===== config.mk =====
export PLATFORM = sky130hd
export DESIGN_NAME = plot_arbiter
export DESIGN_NICKNAME = d
export VERILOG_FILES = /design/src/rtl/plot_arbiter_pkg.sv /design/src/rtl/plot_arbiter_rr.sv /design/src/rtl/plot_arbiter.sv
export SDC_FILE = /design/constraint.sdc
export NUM_CORES = 1
export LEC_CHECK = 0
export ABC_CLOCK_PERIOD_IN_PS = 4350
export CAP_MARGIN = 20
export CORE_MARGIN = 3
export CORE_UTILIZATION = 40
export CTS_CLUSTER_DIAMETER = 30
export DETAILED_ROUTE_END_ITERATION = 8
export PLACE_DENSITY = 0.72
export SETUP_SLACK_MARGIN = 0.3
export SYNTH_ARGS = -nofsm -noshare
export SYNTH_HDL_FRONTEND = slang
export SYNTH_SLANG_ARGS = --single-unit
export TNS_END_PERCENT = 30

===== constraint.sdc =====
create_clock -name clk -period 4.35 [get_ports clk]
set_clock_uncertainty 0.2 [all_clocks]
set_input_delay 0.435 -clock clk [delete_from_list [all_inputs] [get_ports clk]]
set_output_delay 0.435 -clock clk [all_outputs]
set_load 0.005 [all_outputs]

===== src/rtl/plot_arbiter_pkg.sv =====
// Shared constants, state encoding and packed-bus helper for the VGA plot arbiter.
package plot_arbiter_pkg;

    localparam int unsigned SCR_W = 160;
    localparam int unsigned SCR_H = 120;
    localparam int unsigned X_W   = 8;
    localparam int unsigned Y_W   = 7;
    localparam int unsigned C_W   = 3;

    localparam int unsigned MAX_REQ = 8;
    localparam int unsigned MAX_FW  = 16;
    localparam int unsigned BUS_W   = MAX_REQ * MAX_FW;

    localparam logic [0:0] ST_SERVE = 1'b0;
    localparam logic [0:0] ST_CLEAR = 1'b1;

    // Extract field idx of width w from a zero-extended packed requester bus.
    function automatic logic [MAX_FW-1:0] bus_slice(input logic [BUS_W-1:0] bus,
                                                    input int unsigned      idx,
                                                    input int unsigned      w);
        logic [BUS_W-1:0] sh;
        sh = bus >> (idx * w);
        return MAX_FW'(sh) & MAX_FW'((32'd1 << w) - 32'd1);
    endfunction

endpackage


===== src/rtl/plot_arbiter_rr.sv =====
// Round-robin one-hot grant generator; pointer moves past the winner when advance is high.
module plot_arbiter_rr #(
    parameter int unsigned N_REQ = 3
) (
    input  logic                       clk,
    input  logic                       rst_n,
    input  logic [N_REQ-1:0]           req,
    input  logic                       advance,
    output logic [N_REQ-1:0]           grant_c,
    output logic [$clog2(N_REQ)-1:0]   grant_idx_c,
    output logic                       grant_vld_c
);

    localparam int unsigned PTR_W = $clog2(N_REQ);

    logic [PTR_W-1:0] rr_ptr_q;
    logic [PTR_W-1:0] rr_ptr_d;
    logic             found_c;
    logic [PTR_W-1:0] idx_c;

    // First requester at or after the pointer, wrapping at N_REQ-1.
    always_comb begin
        int unsigned cand;
        cand    = 0;
        found_c = 1'b0;
        idx_c   = '0;
        for (int unsigned k = 0; k < N_REQ; k++) begin
            cand = 32'(rr_ptr_q) + k;
            if (cand >= N_REQ) begin
                cand = cand - N_REQ;
            end
            if (!found_c && req[cand[PTR_W-1:0]]) begin
                found_c = 1'b1;
                idx_c   = cand[PTR_W-1:0];
            end
        end
    end

    always_comb begin
        grant_c     = '0;
        grant_idx_c = idx_c;
        grant_vld_c = advance && found_c;
        rr_ptr_d    = rr_ptr_q;
        if (grant_vld_c) begin
            grant_c[idx_c] = 1'b1;
            rr_ptr_d       = (idx_c == PTR_W'(N_REQ - 1)) ? '0 : idx_c + PTR_W'(1);
        end
    end

    always_ff @(posedge clk or negedge rst_n) begin
        if (!rst_n) begin
            rr_ptr_q <= '0;
        end else begin
            rr_ptr_q <= rr_ptr_d;
        end
    end

endmodule


===== src/rtl/plot_arbiter.sv =====
// Shares the VGA adapter pixel port between drawing requesters, with a
// top-priority full-screen clear engine.
module plot_arbiter
    import plot_arbiter_pkg::*;
#(
    parameter int unsigned N_REQ = 3
) (
    input  logic                  clk,
    input  logic                  resetn,
    input  logic [N_REQ-1:0]      req,
    input  logic [N_REQ*X_W-1:0]  req_x,
    input  logic [N_REQ*Y_W-1:0]  req_y,
    input  logic [N_REQ*C_W-1:0]  req_color,
    output logic [N_REQ-1:0]      grant,
    input  logic                  clear_start,
    input  logic [C_W-1:0]        clear_color,
    output logic                  clear_busy,
    output logic                  clear_done,
    output logic [X_W-1:0]        x_out,
    output logic [Y_W-1:0]        y_out,
    output logic [C_W-1:0]        color_out,
    output logic                  writeEn
);

    localparam int unsigned PTR_W = $clog2(N_REQ);

    logic [0:0]     state_q, state_d;
    logic [C_W-1:0] clear_color_q, clear_color_d;
    logic [X_W-1:0] cx_q, cx_d;
    logic [Y_W-1:0] cy_q, cy_d;
    logic [X_W-1:0] x_q, x_d;
    logic [Y_W-1:0] y_q, y_d;
    logic [C_W-1:0] color_q, color_d;
    logic           we_q, we_d;
    logic           busy_q, busy_d;
    logic           done_q, done_d;

    logic             arb_en_c;
    logic [PTR_W-1:0] gidx_c;
    logic             gvld_c;
    logic [X_W-1:0]   sel_x_c;
    logic [Y_W-1:0]   sel_y_c;
    logic [C_W-1:0]   sel_c_c;
    logic             in_range_c;

    // A clear request pre-empts arbitration in the cycle it arrives.
    assign arb_en_c = (state_q == ST_SERVE) && !clear_start;

    plot_arbiter_rr #(
        .N_REQ (N_REQ)
    ) u_rr (
        .clk         (clk),
        .rst_n       (resetn),
        .req         (req),
        .advance     (arb_en_c),
        .grant_c     (grant),
        .grant_idx_c (gidx_c),
        .grant_vld_c (gvld_c)
    );

    assign sel_x_c    = X_W'(bus_slice(BUS_W'(req_x), 32'(gidx_c), X_W));
    assign sel_y_c    = Y_W'(bus_slice(BUS_W'(req_y), 32'(gidx_c), Y_W));
    assign sel_c_c    = C_W'(bus_slice(BUS_W'(req_color), 32'(gidx_c), C_W));
    assign in_range_c = (sel_x_c < X_W'(SCR_W)) && (sel_y_c < Y_W'(SCR_H));

    always_comb begin
        state_d       = state_q;
        clear_color_d = clear_color_q;
        cx_d          = cx_q;
        cy_d          = cy_q;
        x_d           = x_q;
        y_d           = y_q;
        color_d       = color_q;
        we_d          = 1'b0;
        busy_d        = busy_q;
        done_d        = 1'b0;

        if (state_q == ST_SERVE) begin
            if (clear_start) begin
                clear_color_d = clear_color;
                state_d       = ST_CLEAR;
                busy_d        = 1'b1;
                cx_d          = '0;
                cy_d          = '0;
            end else if (gvld_c) begin
                x_d     = sel_x_c;
                y_d     = sel_y_c;
                color_d = sel_c_c;
                we_d    = in_range_c;
            end
        end else begin
            // The cycle showing the final pixel is still CLEAR; leave afterwards.
            if (done_q) begin
                state_d = ST_SERVE;
                busy_d  = 1'b0;
            end else begin
                x_d     = cx_q;
                y_d     = cy_q;
                color_d = clear_color_q;
                we_d    = 1'b1;
                if (cx_q == X_W'(SCR_W - 1)) begin
                    cx_d = '0;
                    if (cy_q == Y_W'(SCR_H - 1)) begin
                        cy_d   = '0;
                        done_d = 1'b1;
                    end else begin
                        cy_d = cy_q + Y_W'(1);
                    end
                end else begin
                    cx_d = cx_q + X_W'(1);
                end
            end
        end
    end

    always_ff @(posedge clk or negedge resetn) begin
        if (!resetn) begin
            state_q       <= ST_SERVE;
            clear_color_q <= '0;
            cx_q          <= '0;
            cy_q          <= '0;
            x_q           <= '0;
            y_q           <= '0;
            color_q       <= '0;
            we_q          <= 1'b0;
            busy_q        <= 1'b0;
            done_q        <= 1'b0;
        end else begin
            state_q       <= state_d;
            clear_color_q <= clear_color_d;
            cx_q          <= cx_d;
            cy_q          <= cy_d;
            x_q           <= x_d;
            y_q           <= y_d;
            color_q       <= color_d;
            we_q          <= we_d;
            busy_q        <= busy_d;
            done_q        <= done_d;
        end
    end

    assign x_out      = x_q;
    assign y_out      = y_q;
    assign color_out  = color_q;
    assign writeEn    = we_q;
    assign clear_busy = busy_q;
    assign clear_done = done_q;

endmodule


==> flow_summary.toml, run 1 <==
[status]
run_status = "completed"

[clocking]
cts-root-buf = "clkbuf_8"
path_clk_slew_ns = 0.08
htree_levels = 2
insertion_delay_ns = 0.30
cts_setup_buffers = 0
cts_tree = "yes"
cts_buffers = 5
holdBufCountCts = 0
clock_path_buffers = 2
post_cts_resize_count = 0
cts.sinks = 42

[worst_hold_path]
hp-class = "in -> async"

[grt]
antenna_found_initial = 0
grt_max_degree = 43
grt_pass1_wl_mm = 13.28
grt_usage = 0.2267
overflow = 0
grt_pass1_vias = 2675

[timing]
final.min_clock_period_ns = 3.589
finalHoldViolations = 0
fin_tns_setup_ns = 0
fin_crit_sh = 0.8252
hold_ws_ns = 0.07373
tightest_slew_ns = 0.9491
slew_headroom = 0.3673
slew_violations = 0
max_freq_mhz = 278.6
setup_violations = 0
rsz0062_at_grt = "false"

[synth]
ys_seq_elements = 42
synth-warning-count = 0
synth-edff-count = 0
synth_ff_type = "dfrtp_1"
synth_top_area_share = 0.4056
syn_nets = 380
netlist_top_cells_area = "dfrtp_1 41%, nand2_1 7.8%, nor2_1 5.5%"
yosysTopAreaCell = "dfrtp_1"
synthesis.instances = 311
ys_seq_area_frac = 0.4056
async_reset_ff_frac = 1.000
syn_avg_cell_area_sq_um = 8.332
synth_area_sq_um = 2591
synth_cell_types = 45

[critical_path]
max_stage_delay_ns = 0.70
critPathKind = "reg -> out"
timing.reg2reg.worst_path_depth = 10
cpMostUsedCell = "nor2_1"
path_cells = "inv_1 > ha_1 > nor2_1 > a211oi_1 > o21bai_2 > nand2_1 > nor2_1 > clkdlybuf4s50_1"
worstPathArrival_ns = 2.95
required_ns = 3.71
cpMaxStageDelayCell = "o21bai_2"
startpoint_type = "register"
critPathCaptureType = "output port"
worstPathMaxFanout = 23

[drt]
via_count = 2686
firstDrtPassIters = 5
ant_nets = 0
drtIter0Drc = 162
viasPerCell = 5.739
drcViolationCount = 0
routedWlPerCell_microns = 17.07
wl_mm = 7.987

[placement]
place_congestion = 0.8571
port_buffers = 86
hpwl_mm = 5.963

[power_and_ir_drop]
seq_power_share = 0.354
p_sw_frac = 0.3336
pwr-share-clk = 0.250
power.leakage_uw = 0.001544
internal_power_uw = 1038
vdd_drop_max_mv = 0.2417
power_density_nw_per_um2 = 428.1
combPwrFrac = 0.396
power_switching_uw = 519.7

[flow_run]
drv_cap = 0

[floorplanning]
coreArea_sq_um = 6096
die_x_microns = 86.49
ios = 87
die_h_microns = 86.49
rows = 28
start_util = 0.4251
dieArea_sq_um = 7480

[layout]
area_growth_pct = 40.42
layout-drive-gt1-share = 0.08906
finalNetCount = 461
n_antenna_cell = 0
cells by family after synthesis:
kind of cell    synth area share
compound gates            0.2356
xor+xnor                 0.01352
fa+ha+maj                0.02897
buf+inv                  0.04201
flops                     0.4056
mux                      0.06132
simple gates              0.2129
worst max-delay path: cells and delay by family, from the launching register on:
kind	cells	cell delay, ns
compound gates	2	0.76
fa+ha+maj	1	0.41
buf+inv	2	0.59
flops	1	0.40
simple gates	3	0.50
power by group through the flow:
stage / Combinational [uW] / Sequential, uW / Clock (uW)
finish: 617 / 552 / 390
detailed placement: 615 / 556 / 0
global route: 690 / 563 / 413
global placement: 605 / 553 / 0
floorplan: 392 / 538 / 0
CTS: 619 / 550 / 397
routing by layer:
metal | track usage | vias to the layer above | share of wire
met1 | 0.2907 | 1283 | 0.42
li1 | - | 1277 | -
met3 | 0.06464 | 10 | 0.086
met4 | 0.08074 | 0 | 0.017
met2 | 0.3658 | 116 | 0.48
met5 | 0 | - | 0
Yosys cell counts, types with 2 or more instances:
cell type  count
a211oi_1       2
xor2_1         3
o21ai_0       22
nand2b_1       3
a31o_2        14
nor2b_1        3
a22o_1         4
o21bai_1       2
nand4_1        5
buf_2          3
and3_1         4
inv_1         10
clkbuf_1       9
ha_1           6
nand2_1       54
nor3_1         4
a21oi_1       19
o22ai_1       17
o31ai_1        3
mux2_2         3
o21ai_1        3
dfrtp_1       42
mux2_4         3
nor2_1        38
a31oi_1        2
nand3b_1       2
mux2i_1        8
nand3_1        4
a221oi_1       3
worst paths after layout:
check | endpoint | slack, ns | from
worst max-delay path | grant[0] | 0.76 | u_rr.rr_ptr_q[0]$_DFFE_PN0P_
worst min-delay path | cy_q[0]$_DFFE_PN0P_ | 0.07 | resetn
worst max register to register | y_out[4]$_DFFE_PN0P_ | 1.14 | u_rr.rr_ptr_q[1]$_DFFE_PN0P_
worst min register to register | x_out[7]$_DFFE_PN0P_ | 0.30 | x_out[7]$_DFFE_PN0P_
max in group asynchronous | u_rr.rr_ptr_q[0]$_DFFE_PN0P_ | 3.28 | resetn
min in group clk | x_out[7]$_DFFE_PN0P_ | 0.30 | x_out[7]$_DFFE_PN0P_
flip-flops by register name (all words and copies together), names as in the netlist, 2 cells and up:
register       count
clear_color_q      3
color_out          3
cx_q               8
cy_q               7
u_rr.rr_ptr_q      2
x_out              8
y_out              7
final cells by class:
class	count	area (sq um)
multi-input cells	244	1435
repair buffers	89	878.3
fillers	548	2457
clock inverters	2	60.06
flip-flops and latches	42	1051
clock buffers	6	82.58
inverters	10	37.54
well taps	75	93.84
cells in the final DEF, fill, tap and decap left out, types with 4 or more instances in the layout:
master           count
a21oi_1             19
a22o_1               4
a31o_2              14
and3_1               4
clkbuf_8             6
clkdlybuf4s50_1     85
dfrtp_1             42
ha_1                 6
inv_1               10
mux2i_1              8
nand2_1             54
nand3_1              4
nand4_1              5
nor2_1              38
nor3_1               4
o21ai_0             22
o22ai_1             17
metrics by stage:
step | setup slack, ns | power, uW | cell area (sq um) | utilization | std cells
4_1_cts | 0.7768 | 1566 | 3638 | 0.5969 | 468
3_5_place_dp | 0.9556 | 1172 | 3496 | 0.5735 | 460
5_1_grt | 0.4173 | 1666 | 3638 | 0.5969 | 468
2_1_floorplan | 1.690 | 930.1 | 2591 | - | 311
6_report | 0.7606 | 1558 | 3638 | 0.5969 | 468
3_3_place_gp | 1.041 | 1158 | 3496 | 0.5735 | 460
Note: power is estimated with default switching activity, not from simulation.
==> run 2, diff against run 1 <==
ABC_CLOCK_PERIOD_IN_PS = 3590   (was 4350)
clock period = 3.59 ns   (was 4.35 ns; I/O delays follow)
==> run 2 against run 1 <==
Compared with the run above:
- die area did not move
- cell area up 1.8%
- non-clock buffer count is 7 higher
- combinational power up 32%
- flip-flop and latch count is the same
- clock-buffer cell count unchanged
- final cell count increased by 1.7%
- core utilization increased by 1.1 points
- largest cell class unchanged
- highest routed layer unchanged
- global-route usage down 1.9 points
==> flow_summary.toml, run 2 (synthesized netlist as in run 1, its figures left out) <==
[grt]
grt_pass1_vias = 2523
overflow = 0
grt_pass1_wl_mm = 12.25
antenna_found_initial = 0
grt_max_degree = 43
grt_usage = 0.2078

[layout]
multi_input_area_sq_um = 1480
fillers = 554
most-common-layout-cells = "85 x clkdlybuf4s50_1, 54 x nand2_1, 42 x dfrtp_1"
layout.area.seq_sq_um = 1051
finalNetCount = 469
area_growth_pct = 42.93
final_common_cell = "clkdlybuf4s50_1"
n_antenna_cell = 0
stdcell_area_sq_um = 3704
layout-drive-gt1-share = 0.1197

[critical_path]
critPathKind = "reg -> out"
worstPathArrival_ns = 2.60
worstPathMaxFanout = 5
critPathCaptureType = "output port"
startpoint_type = "register"
required_ns = 3.03
r2r_setup_slack_ns = 0.71

[clocking]
htree_levels = 2
cts.sinks = 42
path_clk_slew_ns = 0.08
holdBufCountCts = 0
clock_path_buffers = 2
cts_tree = "yes"
insertion_delay_ns = 0.29
cts-root-buf = "clkbuf_8"
cts_buffers = 5

[power_and_ir_drop]
vdd_drop_max_mv = 0.3452
seq_power_share = 0.359
pwr-share-clk = 0.201
p_sw_frac = 0.3454
combPwrFrac = 0.439
power_density_nw_per_um2 = 500.9
power.leakage_uw = 0.001563
internal_power_uw = 1214
power_switching_uw = 640.8

[drt]
viasPerCell = 5.578
wl_mm = 7.845
top_layer = "met4"
firstDrtPassIters = 4
via_count = 2655
wl_met3_microns = 682
drtIter0Drc = 168
ant_nets = 0
routedWlPerCell_microns = 16.48
wl_met1_mm = 3.300
drcViolationCount = 0
dr_wl_met2_mm = 3.761

[floorplanning]
ios = 87
die_h_microns = 86.49
dieArea_sq_um = 7480
coreArea_sq_um = 6096
die_x_microns = 86.49
rows = 28
start_util = 0.4251

[timing]
hold_ws_ns = 0.01246
rsz0062_at_grt = "false"
setup_violations = 0
slew_headroom = 0.3732
max_freq_mhz = 316.2
fin_tns_setup_ns = 0
fin_crit_sh = 0.8809
tightest_slew_ns = 0.9401
finalHoldViolations = 0
slew_violations = 0
final.min_clock_period_ns = 3.162

[worst_hold_path]
hp-class = "in -> async"

[status]
run_status = "completed"

[placement]
port_buffers = 86
post_dp_cell_area_sq_um = 3511
hpwl_mm = 5.736
place_congestion = 0.8813

[flow_run]
drv_cap = 0
==> run 2: worst paths after layout <==
path | startpoint | end | cells past startpoint
worst min register to register | x_out[7]$_DFFE_PN0P_ | x_out[7]$_DFFE_PN0P_ | 2
min in group clk | x_out[7]$_DFFE_PN0P_ | x_out[7]$_DFFE_PN0P_ | 2
worst min-delay path | resetn | cy_q[6]$_DFFE_PN0P_ | 1
worst max-delay path | u_rr.rr_ptr_q[1]$_DFFE_PN0P_ | grant[2] | 9
worst max register to register | u_rr.rr_ptr_q[1]$_DFFE_PN0P_ | y_out[3]$_DFFE_PN0P_ | 11
max in group asynchronous | resetn | cx_q[2]$_DFFE_PN0P_ | 1
==> run 2: final cells by class <==
type / count / share of cell area
multi-input combinational: 245 / 0.3997
clock inverter: 2 / 0.01014
timing repair buffer: 96 / 0.2514
tap: 75 / 0.02534
inverter: 10 / 0.01014
clock buffer: 6 / 0.01959
sequential: 42 / 0.2838
==> run 2: critical path: stages (launching register included) <==
cell and delay, ns:
dfrtp_1 0.39, inv_2 0.08, ha_4 0.18, mux2i_2 0.16, buf_4 0.14, o21bai_1 0.24
nor2_1 0.11, a211o_1 0.35, nor2_1 0.12, clkdlybuf4s50_1 0.54
==> run 2: metrics by stage <==
step	worst slack (ns)	utilization	instances	power (uW)
2_1_floorplan	0.9297	-	311	1127
3_3_place_gp	0.4016	0.5759	462	1408
3_5_place_dp	0.3415	0.5759	462	1422
4_1_cts	0.3091	0.5979	471	1817
5_1_grt	0.2972	0.6076	476	1979
6_report	0.4276	0.6076	476	1855
==> run 2: per-layer routing <==
metal / vias to the layer above / track usage
met5: - / 0
met4: 0 / 0.05382
met3: 9 / 0.04848
met2: 107 / 0.3574
met1: 1250 / 0.2628
li1: 1289 / -
==> run 2: repair_timing <==
item	in CTS	in global routing
setup endpoints to repair	2	3
resized for setup	4	5
gates cloned	0	1
setup buffers	1	4
pin swaps	0	2
hold endpoints to repair	0	0
==> run 2: power groups by stage <==
stage | clock network [uW] | logic [uW] | registers, uW
floorplan | 0 | 475 | 652
global placement | 0 | 740 | 668
detailed placement | 0 | 751 | 671
CTS | 381 | 772 | 664
global route | 400 | 898 | 681
finish | 373 | 815 | 667
==> run 3, diff against run 2 <==
ABC_CLOCK_PERIOD_IN_PS = 3700   (was 3590)
PLACE_DENSITY = 0.7   (was 0.72)
clock period = 3.7 ns   (was 3.59 ns; I/O delays follow)
==> run 3 against run 2 <==
Compared with the run above:
- global-route usage is essentially flat
- non-clock buffer count shrank 5
- register-to-register slack gained 0.11 ns
- flip-flop and latch count is the same
- via count shrank 2.1%
- sequential power shrank 3.6%
- sequential share of layout area grew 0.41 points
- combinational power shrank 6.0%
- cell area shrank 1.4%
- largest cell class unchanged
- highest routed layer unchanged
==> flow_summary.toml, run 3 (synthesized netlist as in run 1, its figures left out) <==
[status]
run_status = "completed"

[timing]
finalHoldViolations = 0
slew_violations = 0
hold_ws_ns = 0.03011
fin_crit_sh = 0.8725
rsz0062_at_grt = "false"
setup_slack_ns = 0.4717
setup_violations = 0
final.min_clock_period_ns = 3.228
slew_headroom = 0.3652
max_freq_mhz = 309.8
fin_tns_setup_ns = 0
tightest_slew_ns = 0.9522

[clocking]
holdBufCountCts = 0
cts.sinks = 42
cts_buffers = 5
clock_path_buffers = 2
insertion_delay_ns = 0.28
cts_tree = "yes"
cts-root-buf = "clkbuf_8"
path_clk_slew_ns = 0.08
htree_levels = 2

[grt]
grt_max_degree = 43
grt_usage = 0.2081
antenna_found_initial = 0
grt_pass1_wl_mm = 12.41
grt_pass1_vias = 2526
overflow = 0

[critical_path]
startpoint_type = "register"
required_ns = 3.13
worstPathMaxFanout = 9
critPathKind = "reg -> out"
critPathCaptureType = "output port"
worstPathArrival_ns = 2.66

[layout]
stdcell_area_sq_um = 3651
area_growth_pct = 40.90
finalNetCount = 464
fin_util = 0.5989
n_antenna_cell = 0
layout-drive-gt1-share = 0.1086
most-common-layout-cells = "85 x clkdlybuf4s50_1, 54 x nand2_1, 42 x dfrtp_1"
final_common_cell = "clkdlybuf4s50_1"

[power_and_ir_drop]
pwr-share-clk = 0.177
internal_power_uw = 1104
power.leakage_uw = 0.001534
power_switching_uw = 606.7
vdd_drop_max_mv = 0.2766
power_density_nw_per_um2 = 468.7
combPwrFrac = 0.447
seq_power_share = 0.376
p_sw_frac = 0.3546

[drt]
via_count = 2600
ant_nets = 0
wl_mm = 7.786
drcViolationCount = 0
viasPerCell = 5.520
firstDrtPassIters = 5
drtIter0Drc = 154
routedWlPerCell_microns = 16.53

[placement]
post_dp_cell_area_sq_um = 3511
port_buffers = 86
place_ws_ns = 0.4565
hpwl_mm = 5.819
place_congestion = 0.8698

[floorplanning]
rows = 28
die_h_microns = 86.49
ios = 87
coreArea_sq_um = 6096
start_util = 0.4251
dieArea_sq_um = 7480
die_x_microns = 86.49

[flow_run]
drv_cap = 0

[worst_hold_path]
hp-class = "in -> async"
==> run 3: path summary, 6_finish.rpt <==
kind | startpoint | end | slack [ns] | cells past startpoint
setup reg to reg | u_rr.rr_ptr_q[0]$_DFFE_PN0P_ | writeEn$_DFF_PN0_ | 0.82 | 9
setup / recovery | u_rr.rr_ptr_q[1]$_DFFE_PN0P_ | grant[0] | 0.47 | 8
hold / removal | resetn | cy_q[3]$_DFFE_PN0P_ | 0.03 | 1
hold reg to reg | x_out[7]$_DFFE_PN0P_ | x_out[7]$_DFFE_PN0P_ | 0.29 | 2
min in group clk | x_out[7]$_DFFE_PN0P_ | x_out[7]$_DFFE_PN0P_ | 0.29 | 2
max in group asynchronous | resetn | state_q$_DFF_PN0_ | 2.68 | 1
==> run 3: timing repair <==
item | CTS | global route
cloned | 0 | 1
resized for setup | 2 | 6
buffers inserted | 0 | 0
pin swaps | 0 | 1
setup endpoints to repair | 2 | 2
==> run 3: per-layer routing <==
metal  routed length [microns]  GRT usage  vias to the layer above  part of all wire
met3                       560    0.05798                        8             0.072
met2                      3660     0.3505                       90              0.47
met1                      3465     0.2688                     1216              0.45
met5                         0          0                        -                 0
met4                        99    0.04108                        0             0.013
li1                          -          -                     1286                 -
==> run 3: power by group through the flow <==
stage	sequential, uW	combinational (uW)	clock [uW]
2_1_floorplan	632	461	0
3_3_place_gp	646	721	0
3_5_place_dp	650	729	0
4_1_cts	642	743	312
5_1_grt	662	838	334
6_report	643	766	303
==> run 3: through the flow <==
step	instances	total power (uW)
global placement	462	1367
detailed placement	462	1379
global route	471	1833
floorplan	311	1093
CTS	470	1696
finish	471	1711
==> run 3: layout make-up <==
| class | instances | area [sq um] |
|---|---|---|
| Clock buffer | 6 | 82.58 |
| Fill cell | 557 | 2445 |
| Tap cell | 75 | 93.84 |
| Inverter | 10 | 37.54 |
| Multi-Input combinational cell | 245 | 1480 |
| Clock inverter | 2 | 12.51 |
| Sequential cell | 42 | 1051 |
| Timing Repair Buffer | 91 | 893.4 |
==> run 3: critical path, stage by stage (launching register included) <==
cell             delay, ns
dfrtp_1               0.40
inv_1                 0.14
ha_4                  0.19
mux2i_2               0.26
nor2_1                0.10
o31a_1                0.35
or2_4                 0.31
nor2_1                0.11
clkdlybuf4s50_1       0.50
